`src/rtl/div_sequencer_if.sv`:
```
// Requester-side handshake and result bus of the shared divider.
// The master modport is the ALU issue side; the slave modport is the sequencer.
interface div_if #(
  parameter int WIDTH = 16
);
  logic [1:0]       req;
  logic [WIDTH-1:0] a0;
  logic [WIDTH-1:0] b0;
  logic [WIDTH-1:0] a1;
  logic [WIDTH-1:0] b1;
  logic [1:0]       gnt;
  logic             busy;
  logic             done;
  logic             done_id;
  logic [WIDTH-1:0] quotient;
  logic [WIDTH-1:0] remainder;
  logic             div_by_zero;

  modport master (
    output req, a0, b0, a1, b1,
    input  gnt, busy, done, done_id, quotient, remainder, div_by_zero
  );

  modport slave (
    input  req, a0, b0, a1, b1,
    output gnt, busy, done, done_id, quotient, remainder, div_by_zero
  );
endinterface

```
`src/rtl/div_sequencer.sv`:
```
// Round-robin shared non-restoring divider: one iteration per clock, final
// remainder fix-up, result returned with a done pulse tagged by requester id.
module div_sequencer #(
  parameter int WIDTH = 16
) (
  input  logic  clk,
  input  logic  rst_n,
  div_if.slave  bus
);

  localparam int CW = (WIDTH > 1) ? $clog2(WIDTH) : 1;
  localparam logic [CW-1:0] LAST_ITER = CW'(WIDTH - 1);

  typedef enum logic [1:0] {
    IDLE,
    ITER,
    FIX,
    DONE
  } state_t;

  state_t           state;
  logic [WIDTH:0]   p;
  logic [WIDTH:0]   b_reg;
  logic [WIDTH-1:0] a_reg;
  logic [CW-1:0]    count;
  logic             last_id;
  logic             cur_id;

  logic             busy;
  logic             done;
  logic             done_id;
  logic [WIDTH-1:0] quotient;
  logic [WIDTH-1:0] remainder;
  logic             div_by_zero;

  logic [1:0]       gnt;
  logic             grant_id;
  logic [WIDTH-1:0] sel_a;
  logic [WIDTH-1:0] sel_b;
  logic [WIDTH:0]   p_shift;
  logic [WIDTH:0]   p_next;
  logic [WIDTH-1:0] a_next;
  logic [WIDTH:0]   p_fix;

  // Grant is combinational so the requester sees it in the same cycle its operands are latched.
  always_comb begin
    gnt      = 2'b00;
    grant_id = 1'b0;
    if (state == IDLE) begin
      case (bus.req)
        2'b01: begin
          gnt      = 2'b01;
          grant_id = 1'b0;
        end
        2'b10: begin
          gnt      = 2'b10;
          grant_id = 1'b1;
        end
        2'b11: begin
          grant_id = ~last_id;
          gnt      = last_id ? 2'b01 : 2'b10;
        end
        default: begin
          gnt      = 2'b00;
          grant_id = 1'b0;
        end
      endcase
    end
  end

  assign sel_a = grant_id ? bus.a1 : bus.a0;
  assign sel_b = grant_id ? bus.b1 : bus.b0;

  // Add/subtract decision uses the sign of P before the shift; the spare P bit absorbs wrap.
  always_comb begin
    p_shift = {p[WIDTH-1:0], a_reg[WIDTH-1]};
    p_next  = p[WIDTH] ? (p_shift + b_reg) : (p_shift - b_reg);
    a_next  = {a_reg[WIDTH-2:0], ~p_next[WIDTH]};
    p_fix   = p[WIDTH] ? (p + b_reg) : p;
  end

  always_ff @(posedge clk) begin
    if (!rst_n) begin
      state       <= IDLE;
      p           <= '0;
      b_reg       <= '0;
      a_reg       <= '0;
      count       <= '0;
      last_id     <= 1'b1;
      cur_id      <= 1'b0;
      busy        <= 1'b0;
      done        <= 1'b0;
      done_id     <= 1'b0;
      quotient    <= '0;
      remainder   <= '0;
      div_by_zero <= 1'b0;
    end else begin
      done <= 1'b0;
      case (state)
        IDLE: begin
          if (gnt != 2'b00) begin
            last_id <= grant_id;
            cur_id  <= grant_id;
            a_reg   <= sel_a;
            b_reg   <= {1'b0, sel_b};
            p       <= '0;
            count   <= '0;
            busy    <= 1'b1;
            if (sel_b == '0) begin
              state       <= DONE;
              done        <= 1'b1;
              done_id     <= grant_id;
              quotient    <= '1;
              remainder   <= sel_a;
              div_by_zero <= 1'b1;
            end else begin
              state <= ITER;
            end
          end
        end
        ITER: begin
          p     <= p_next;
          a_reg <= a_next;
          count <= count + 1'b1;
          if (count == LAST_ITER) begin
            state <= FIX;
          end
        end
        // Results are loaded on entry to DONE so they are valid alongside the done pulse.
        FIX: begin
          p           <= p_fix;
          state       <= DONE;
          done        <= 1'b1;
          done_id     <= cur_id;
          quotient    <= a_reg;
          remainder   <= p_fix[WIDTH-1:0];
          div_by_zero <= 1'b0;
        end
        DONE: begin
          state <= IDLE;
          busy  <= 1'b0;
        end
        default: begin
          state <= IDLE;
          busy  <= 1'b0;
        end
      endcase
    end
  end

  assign bus.gnt         = gnt;
  assign bus.busy        = busy;
  assign bus.done        = done;
  assign bus.done_id     = done_id;
  assign bus.quotient    = quotient;
  assign bus.remainder   = remainder;
  assign bus.div_by_zero = div_by_zero;

endmodule

```
`src/flat_wrapper.sv`:
```
// flat-port wrapper written by rule: the top's interface ports become plain ports
module div_sequencer_flat 
#(
  parameter int WIDTH = 16
)
  (clk, rst_n, bus_req, bus_a0, bus_b0, bus_a1, bus_b1, bus_gnt, bus_busy, bus_done, bus_done_id, bus_quotient, bus_remainder, bus_div_by_zero);
  div_if #(.WIDTH(WIDTH)) bus_i ();
  input  logic clk;
  input  logic rst_n;
  input wire logic [$bits(bus_i.req)-1:0] bus_req;
  input wire logic [$bits(bus_i.a0)-1:0] bus_a0;
  input wire logic [$bits(bus_i.b0)-1:0] bus_b0;
  input wire logic [$bits(bus_i.a1)-1:0] bus_a1;
  input wire logic [$bits(bus_i.b1)-1:0] bus_b1;
  output wire logic [$bits(bus_i.gnt)-1:0] bus_gnt;
  output wire logic [$bits(bus_i.busy)-1:0] bus_busy;
  output wire logic [$bits(bus_i.done)-1:0] bus_done;
  output wire logic [$bits(bus_i.done_id)-1:0] bus_done_id;
  output wire logic [$bits(bus_i.quotient)-1:0] bus_quotient;
  output wire logic [$bits(bus_i.remainder)-1:0] bus_remainder;
  output wire logic [$bits(bus_i.div_by_zero)-1:0] bus_div_by_zero;
  assign bus_i.req = bus_req;
  assign bus_i.a0 = bus_a0;
  assign bus_i.b0 = bus_b0;
  assign bus_i.a1 = bus_a1;
  assign bus_i.b1 = bus_b1;
  assign bus_gnt = bus_i.gnt;
  assign bus_busy = bus_i.busy;
  assign bus_done = bus_i.done;
  assign bus_done_id = bus_i.done_id;
  assign bus_quotient = bus_i.quotient;
  assign bus_remainder = bus_i.remainder;
  assign bus_div_by_zero = bus_i.div_by_zero;
  div_sequencer #(.WIDTH(WIDTH)) u_core (.clk(clk), .rst_n(rst_n), .bus(bus_i));
endmodule
```
`config.mk`:
```
export PLATFORM = sky130hd
export DESIGN_NAME = div_sequencer_flat
export DESIGN_NICKNAME = d
export VERILOG_FILES = /design/src/rtl/div_sequencer_if.sv /design/src/rtl/div_sequencer.sv /design/src/flat_wrapper.sv
export SDC_FILE = /design/constraint.sdc
export NUM_CORES = 1
export LEC_CHECK = 0
export CELL_PAD_IN_SITES_DETAIL_PLACEMENT = 1
export CELL_PAD_IN_SITES_GLOBAL_PLACEMENT = 1
export CORE_UTILIZATION = 40
export CTS_CLUSTER_DIAMETER = 60
export DETAILED_ROUTE_END_ITERATION = 7
export PLACE_DENSITY_LB_ADDON = 0.1
export SETUP_SLACK_MARGIN = 0.02
export SYNTH_ARGS = -nofsm -noshare
export SYNTH_HDL_FRONTEND = slang
export SYNTH_SLANG_ARGS = --single-unit
```
`constraint.sdc`:
```
create_clock -name clk -period 5.9 [get_ports clk]
set_clock_uncertainty 0.1 [all_clocks]
set_input_delay 0.885 -clock clk [delete_from_list [all_inputs] [get_ports clk]]
set_output_delay 0.885 -clock clk [all_outputs]
set_load 0.02 [all_outputs]
```
==> results_dict.tcl, run 1 <==
set metrics [dict create \
    intPower_uw 1730 \
    switching_share_pct 44.3 \
    cp-end-kind "flop" \
    hold_class "flop to flop" \
    ys_ff_latch 93 \
    max_freq_mhz 224 \
    hpwl_um 16400 \
    synth_edf_count 0 \
    fillCellCount 1836 \
    die_h_um 128 \
    power_frac_seq_pct 27.9 \
    grt_max_degree 59 \
    power_frac_comb_pct 51.3 \
    die_w_um 128 \
    crit_arrival_ps 4550 \
    coreArea_sq_um 15300 \
    peakVddDrop_v 0.000178 \
    crit_chain "or4_4, or3_2, nor4_1, a21oi_1, xor2_1, ha_1, a21oi_1, o21ai_0, a221o_1, a311oi_1, or4_2, o311ai_0" \
    io-pin-count 106 \
    ant_nets 0 \
    layout_commonest_cell "clkdlybuf4s50_1" \
    max_stage_delay_ps 610 \
    vias_per_cell 5.80 \
    clkTransAtPathRegs_ps 70 \
    first_iter_violations 312 \
    cp_max_fo 7 \
    insertedDiodeCount 0 \
    hold_viol 0 \
    io_buffer_count 105 \
    maxCapViolations 0 \
    min_period_ps 4460 \
    drive_gt1_share_pct 5.10 \
    crit_top_cell "a21oi_1" \
    run_status "finished clean" \
    ys_types 67 \
    finalWirelength_um 21400 \
    first_pass_iters 5 \
    cp-startpoint "u_core.b_reg[2]" \
    worst-path-buf-inv 0 \
    worst_pin_slew_ps 1080 \
    largest_reg_flops 17 \
    gr-usage-all-layers_pct 27.1 \
    period_share_pct 75.6 \
    tns_ps 0 \
    syn_to_final_growth_pct 24.1 \
    hold_ws_ps 363 \
    power_switching_uw 1380 \
    antenna_found_initial 0 \
    grt_pass1_wl_um 34200 \
    critPathSlowestCell "or4_4" \
    drc_errors 0 \
    slew-limit-headroom_pct 28.1 \
    ys_seq_area_share_pct 29.4 \
    cts_resized 0 \
    path_delay_family "simple AND/OR/NAND/NOR gates" \
    clkPwrFrac_pct 20.9 \
    fin_nets 986 \
    first_global_vias 6353 \
    num_vias 6344 \
    syn_nets 908 \
    largest-register "u_core.p" \
    synthCells 800 \
    start_util_pct 41.3 \
    place.gp.congestion 0.884 \
    cp.required_ps 5990 \
    drv_slew 0 \
    htree_levels 3 \
    r2r-start "u_core.b_reg[2]" \
    synthesis.area_sq_um 6320 \
    powerDensity_nw_per_um2 397 \
    clock_latency_ps 350 \
    detail_route.wl_per_cell_um 19.6 \
    layout.cells.non_filler 1093 \
    cts_inserted_buffers 9 \
    start_kind "flop" \
    num_rows 45 \
    yosys_warnings 0 \
    p_leak_uw 0.00314 \
    min_from "u_core.bus.remainder[13]" \
    fp.dieArea_sq_um 16300 \
    rsz0062_at_grt "no" \
    dp_cells 1078 \
    overflow 0 \
    layout.cells.most_common_list "clkdlybuf4s50_1, nor2_1, dfxtp_1" \
    synthFlopType "dfxtp_1" \
    clk_path_buf_depth 2 \
    setup_viol 0 \
    clock-sinks 93 \
    cts_root_buf "clkbuf_16" \
    crit_type "flop to flop" \
    post-cts-setup-buffer-count 0 \
    ys_async_sr_fraction_pct 0 \
    cts_tree "built" \
    avgSynthCellArea_sq_um 7.90 \
    postCtsHoldBufs 0 \
]
[metrics by stage]
stage               setup WS (ps)  instance area [sq um]  power, uW  util, %
floorplan                    2090                   6320       1980        -
global placement             1560                   7530       2410     49.2
detailed placement           1480                   7530       2460     49.2
CTS                          1470                   7850       3120     51.2
global route                 1250                   7850       3320     51.2
finish                       1440                   7850       3110     51.2
[routing by layer]
metal  part of all wire [%]  up-vias  track usage, %  wire length [um]
met4                    1.6        0            7.68               353
met3                    3.8       24            2.96               813
met5                      0        -               0                 0
met2                     47      121            45.7             10100
li1                       -     3073               -                 -
met1                     47     3126            36.4             10200
[power by group through the flow]
stage               logic, uW  registers, uW  clock network (uW)
floorplan                1140            840                   0
global placement         1540            875                   0
detailed placement       1580            879                   0
CTS                      1590            866                 658
global route             1760            880                 680
finish                   1600            868                 650
[worst register-to-register path, delay by kind of cell (launching register included)]
kind                       cells  cell delay (ps)
DFF                            1              380
xor gates and xnor gates       1              180
adders and majority gates      1              360
and+or+nand+nor                4             1800
AOI/OAI and AO/OA              6             1480
[final timing paths]
| check | slack (ps) | end | cells past startpoint |
|---|---|---|---|
| worst min-delay path | 360 | u_core.bus.remainder[13] | 2 |
| worst max-delay path | 1440 | u_core.a_reg[0] | 12 |
| worst max register to register | 1440 | u_core.a_reg[0] | 12 |
| worst min register to register | 360 | u_core.bus.remainder[13] | 2 |
[cells in the mapped netlist (2+ instances only)]
library cell  number  area, sq um
a221oi_1           2         17.5
ha_1              38          475
nor3_1            11         55.1
buf_1              5         18.8
nor4_1             9         56.3
a21oi_1           57          285
a32oi_1            2         17.5
a22o_1             4         35.0
nand2b_1           4         25.0
fa_1               2         40.0
o211ai_1           5         37.5
a22oi_1            7         52.6
nor4b_1            2         17.5
a31oi_1           14         87.6
mux2_2             5         56.3
xor2_1            18          158
xnor2_1           15          131
inv_1             36          135
or3_1              5         31.3
nand4_1            4         25.0
or2_2              3         18.8
o2bb2ai_1          2         17.5
nor2_1            99          372
a211oi_1          25          188
o22ai_1           10         62.6
a21o_1            11         82.6
nand2_1           70          263
dfxtp_1           93         1860
o31a_1             2         17.5
clkbuf_1          34          128
nand3_1           14         70.1
nor2b_1            5         31.3
o21bai_1           4         30.0
a41oi_1            2         17.5
o21ai_0           55          275
a311oi_1          17          149
a32o_1             2         20.0
and2_1             7         43.8
o221ai_1           3         26.3
o311ai_0           3         26.3
and3_1             4         25.0
mux2i_1           57          571
buf_2              9         45.0
[layout make-up]
type | instances | area [sq um] | area share (%)
tap | 211 | 264 | 3.36
clock inverter | 6 | 93.8 | 1.20
timing repair buffer | 115 | 1130 | 14.3
clock buffer | 9 | 225 | 2.87
multi-input combinational | 622 | 4140 | 52.7
sequential | 93 | 1860 | 23.7
inverter | 37 | 139 | 1.77
[cell families after synthesis]
kind of cell    Yosys count  share of synthesized area [%]
xor+xnor                 34                           4.83
simple gates            247                           17.9
mux                      62                           9.91
compound gates          239                           24.5
buf+inv                  85                           5.22
fa+ha+maj                40                           8.15
flops                    93                           29.4
No activity file was read; power rests on OpenSTA's default activity.
==> run 2, diff against run 1 <==
- CORE_UTILIZATION: 40 -> 36
- clock period: 5.9 -> 4 ns (I/O delays scaled with it)
==> run 2 against run 1 <==
Against the previous run:
- sequential share of layout area is 0.60 points lower
- via count increased by 1.2%
- critical path depth grew 3
- non-clock buffer count grew 25
- clock power rose by 33%
- largest cell class unchanged
- highest routed layer unchanged
==> results_dict.tcl, run 2 (same netlist as run 1, synthesis figures left out) <==
set metrics [dict create \
    drive_gt1_share_pct 8.15 \
    fp.dieArea_sq_um 18100 \
    worst_pin_slew_ps 849 \
    cts_root_buf "clkbuf_16" \
    hold_ws_ps 375 \
    power_switching_uw 2120 \
    layout_commonest_cell "clkdlybuf4s50_1" \
    cp.required_ps 4150 \
    clock_latency_ps 350 \
    setup_viol 0 \
    use_met2_pct 42.3 \
    vias_per_cell 5.67 \
    finalWirelength_um 22600 \
    max_freq_mhz 262 \
    hold_class "flop to flop" \
    cp_max_fo 4 \
    hold_viol 0 \
    rsz0062_at_grt "no" \
    run_status "finished clean" \
    largest_reg_flops 17 \
    syn_to_final_growth_pct 27.4 \
    grt_max_degree 59 \
    cts_tree "built" \
    seqCellArea_sq_um 1860 \
    first_global_vias 6486 \
    power_frac_seq_pct 26.8 \
    power_frac_comb_pct 54.8 \
    grt.busiest_layer "met2" \
    coreArea_sq_um 17200 \
    cp-end-kind "flop" \
    clkTransAtPathRegs_ps 70 \
    first_pass_iters 4 \
    num_vias 6422 \
    start_util_pct 36.7 \
    cts_inserted_buffers 9 \
    multi_input_area_sq_um 4150 \
    crit_type "flop to flop" \
    crit_arrival_ps 3970 \
    overflow 0 \
    switching_share_pct 45.2 \
    io_buffer_count 105 \
    hpwl_um 17600 \
    drc_errors 0 \
    min_period_ps 3820 \
    gr-usage-all-layers_pct 25.6 \
    place.gp.congestion 0.885 \
    die_h_um 135 \
    drv_slew 0 \
    grtUsageMet1_pct 34.3 \
    antenna_found_initial 0 \
    largest-register "u_core.p" \
    insertedDiodeCount 0 \
    layout.cells.most_common_list "clkdlybuf4s50_1, nor2_1, dfxtp_1" \
    die_w_um 135 \
    slew-limit-headroom_pct 42.7 \
    maxCapViolations 0 \
    intPower_uw 2580 \
    ant_nets 0 \
    period_share_pct 95.4 \
    p_leak_uw 0.00326 \
    use_met3_pct 3.38 \
    first_iter_violations 309 \
    clkPwrFrac_pct 18.4 \
    peakVddDrop_v 0.000269 \
    start_kind "flop" \
    powerDensity_nw_per_um2 584 \
    num_rows 48 \
    fin_nets 1011 \
    detail_route.wl_per_cell_um 19.9 \
    io-pin-count 106 \
    clock-sinks 93 \
    htree_levels 3 \
    clk_path_buf_depth 2 \
    fillCellCount 2090 \
    tns_ps 0 \
    grt_pass1_wl_um 35700 \
]
run 2: final cells by class:
class	count	area share [%]
clock inverters	7	0.808
well taps	225	3.50
repair buffers	140	16.5
multi-input cells	622	51.6
flip-flops and latches	93	23.1
clock buffers	9	2.80
inverters	37	1.72
run 2: what timing repair did:
| action | CTS | global route |
|---|---|---|
| hold buffers | 0 | 0 |
| setup endpoints to repair | 1 | 1 |
| pin swaps | 0 | 4 |
| buffers inserted | 0 | 2 |
| resized for setup | 1 | 5 |
run 2: metrics by stage:
step	instances	setup WS, ps	instance area [sq um]	util, %	total power, uW
3_5_place_dp	1115	23.4	7730	44.9	3800
2_1_floorplan	800	192	6320	-	2920
5_1_grt	1133	38.4	8050	46.7	5040
3_3_place_gp	1115	183	7730	44.9	3710
4_1_cts	1131	67.9	8030	46.6	4680
6_report	1133	184	8050	46.7	4700
run 2: final timing paths:
path | from | endpoint | slack [ps] | cells after the start
max | u_core.b_reg[2] | u_core.a_reg[0] | 180 | 15
min reg2reg | u_core.bus.remainder[12] | u_core.bus.remainder[12] | 380 | 2
max reg2reg | u_core.b_reg[2] | u_core.a_reg[0] | 180 | 15
min | u_core.bus.remainder[12] | u_core.bus.remainder[12] | 380 | 2
run 2: layer usage:
layer,wire length (um),part of all wire [%]
met1,10700,47
met2,10500,47
met3,855,3.8
met4,540,2.4
met5,0,0
run 2: worst max-delay path, cell delays in order (launching register included):
cell and delay [ps]:
dfxtp_1 320, or4_4 540, or3_4 340, nor4_2 280, buf_4 160, inv_1 50, nor2_2 90, nor2_1 60
xor2_1 160, ha_1 320, and2_4 160, a221o_1 160, a311oi_1 50, buf_4 160, or4_2 650, o311ai_1 100
run 2: power by group through the flow:
stage	Sequential (uW)	Clock, uW	Combinational, uW
floorplan	1240	0	1680
global placement	1270	0	2430
detailed placement	1280	0	2520
CTS	1260	887	2540
global route	1280	920	2840
finish	1260	864	2580
==> RTL change: new RTL, settings of run 2 <==
`WIDTH` is set to 16 in 3 places; all go to 32.
--- a/src/rtl/div_sequencer_if.sv
+++ b/src/rtl/div_sequencer_if.sv
@@ -1,7 +1,7 @@
 // Requester-side handshake and result bus of the shared divider.
 // The master modport is the ALU issue side; the slave modport is the sequencer.
 interface div_if #(
-  parameter int WIDTH = 16
+  parameter int WIDTH = 32
 );
   logic [1:0]       req;
   logic [WIDTH-1:0] a0;
--- a/src/rtl/div_sequencer.sv
+++ b/src/rtl/div_sequencer.sv
@@ -1,7 +1,7 @@
 // Round-robin shared non-restoring divider: one iteration per clock, final
 // remainder fix-up, result returned with a done pulse tagged by requester id.
 module div_sequencer #(
-  parameter int WIDTH = 16
+  parameter int WIDTH = 32
 ) (
   input  logic  clk,
   input  logic  rst_n,
--- a/src/flat_wrapper.sv
+++ b/src/flat_wrapper.sv
@@ -1,7 +1,7 @@
 // flat-port wrapper written by rule: the top's interface ports become plain ports
 module div_sequencer_flat 
 #(
-  parameter int WIDTH = 16
+  parameter int WIDTH = 32
 )
   (clk, rst_n, bus_req, bus_a0, bus_b0, bus_a1, bus_b1, bus_gnt, bus_busy, bus_done, bus_done_id, bus_quotient, bus_remainder, bus_div_by_zero);
   div_if #(.WIDTH(WIDTH)) bus_i ();
Interface: changed (6 resized); port bits go from 106 to 202. The function was not compared with the original's and may differ.
==> RTL change against run 2 <==
The run now ends with setup timing left; synthesized cell count increased by 100%; sequential cell count increased by 81; area after synthesis increased by 87%; worst setup slack got worse by 0.42 ns; clock power increased by 110%; count of clock-buffer cells in the layout increased by 9; final area increased by 98%; total power increased by 130%; worst hold slack got worse by 0.024 ns; wire length increased by 110%; largest cell class unchanged.
==> RTL change: results (changes against run 2) <==
| Metric | Value |
|---|---|
| Cell variety after synth | `70 (+4.5%)` |
| Starting DRT DRC Count | `816 (+160%)` |
| Slowest library cell on the worst path | `sky130_fd_sc_hd__or4_4` |
| Critical path arrival | `4.47 ns (+0.50 ns)` |
| Maximum number of pins on one net before global-route repair | `139 (+140%)` |
| Static leakage | `6.30 nW (+93%)` |
| Via count of the first global-routing pass | `13.1k (+100%)` |
| Met1 usage | `0.375 (+0.0325)` |
| Switching share of power | `0.464 (+0.0122)` |
| Source-to-sink clock delay at the later pin of the worst-skew pair | `0.46 ns (+0.11 ns)` |
| GRT Resource Usage Total | `0.285 (+0.0296)` |
| Detail-routed via count per cell | `5.66 (about the same)` |
| Layout cells sized above 1 | `0.122 (+0.0410)` |
| CTS buffer count | `17 (+8)` |
| Kind of cell adding the most delay to the critical path | `compound AO/OA/AOI/OAI gates` |
| Post-layout net count | `2,054 (+100%)` |
| Filler cell count in the final layout | `3,944 (+89%)` |
| GR Layer Usage met2 | `0.485 (+0.0626)` |
| Final wirelength | `47.6 mm (+110%)` |
| Number of port buffers | `201 (+91%)` |
| Gate count of the mapped netlist | `1,599 (+100%)` |
| Post-synthesis net count | `1,804 (+99%)` |
| Relative contribution of sequential cells to total power | `0.230 (-0.038)` |
| Power share of the clock group | `0.168 (-0.016)` |
| Met2 layer wire length in the routed design | `23.1 mm (+120%)` |
| M3 GR Usage | `0.0389 (+0.00514)` |
| Violations in the final reports | `setup timing` |
| Sequential area share after synthesis | `0.295 (+0.000530)` |
| Worst r2r dst | `u_core.p[26]` |
| Maximum vdd ir drop | `0.480 mV (+78%)` |
| Setup slack of the critical path after layout | `-0.236 ns (-0.420 ns)` |
| Number of flip-flops in the largest register | `33 (+16)` |
| Hold Path End | `u_core.bus.quotient[1]` |
| Number of setup violations in the final report | `11 (+11)` |
| Post-synth top cells | `sky130_fd_sc_hd__nor2_1 (242), sky130_fd_sc_hd__a21oi_1 (231), sky130_fd_sc_hd__nand2_1 (197), sky130_fd_sc_hd__dfxtp_1 (174), sky130_fd_sc_hd__o21ai_0 (100)` |
| Number of standard cells in the final layout excluding fillers | `2,297 (+100%)` |
| Wire length on met3 | `2.00 mm (+130%)` |
| Maximum fanout along the worst path | `3 (-1)` |
| Worst hold path startpoint | `u_core.bus.quotient[1]` |
| Outcome | `finished with violations` |
| Maximum cell stage delay along the critical path | `0.52 ns (-0.13 ns)` |
==> RTL change: cell count changes in the layout (fill, tap and decap cells not counted), sizes merged, moves of 81 or more <==
| cell | delta |
|---|---|
| a21oi | +173 |
| buf | +92 |
| clkdlybuf4s50 | +96 |
| dfxtp | +81 |
| nand2 | +127 |
| nor2 | +143 |
==> RTL change: kinds of logic after synthesis <==
| logic type | count (synthesis) | synth area share |
|---|---|---|
| adder cells (fa/ha/maj) | 73 | 0.0786 |
| flip-flops | 174 | 0.295 |
| AND/OR/NAND/NOR | 561 | 0.203 |
| AO/OA/AOI/OAI | 529 | 0.277 |
| buffers and inverters | 129 | 0.0415 |
| XOR/XNOR | 85 | 0.0631 |
| multiplexers | 48 | 0.0416 |
==> RTL change: per-stage QoR <==
step	util	setup TNS, ns	area [um2]	power, W	setup WS, ns
6_report	0.499	-1.45	15900	0.0108	-0.236
5_1_grt	0.499	-4.47	15900	0.0115	-0.438
4_1_cts	0.495	-1.48	15800	0.0106	-0.264
3_5_place_dp	0.471	-2.75	15000	0.00856	-0.381
3_3_place_gp	0.471	-1.73	15000	0.00840	-0.339
2_1_floorplan	-	-0.501	11800	0.00618	-0.206
==> RTL change: cell type report <==
class / instances / area (um2) / share of cell area
Multi-Input combinational cell: 1296 / 8100 / 0.508
Sequential cell: 174 / 3490 / 0.219
Timing Repair Buffer: 328 / 3060 / 0.192
Tap cell: 435 / 544 / 0.0342
Clock buffer: 18 / 439 / 0.0276
Clock inverter: 14 / 168 / 0.0105
Inverter: 32 / 123 / 0.00770
==> RTL change: timing repair <==
item | 4_1_cts | 5_1_grt
gates resized for setup | 32 | 32
setup endpoints to repair | 16 | 18
gates cloned | 0 | 0
pin swaps | 28 | 24
setup buffers | 7 | 3
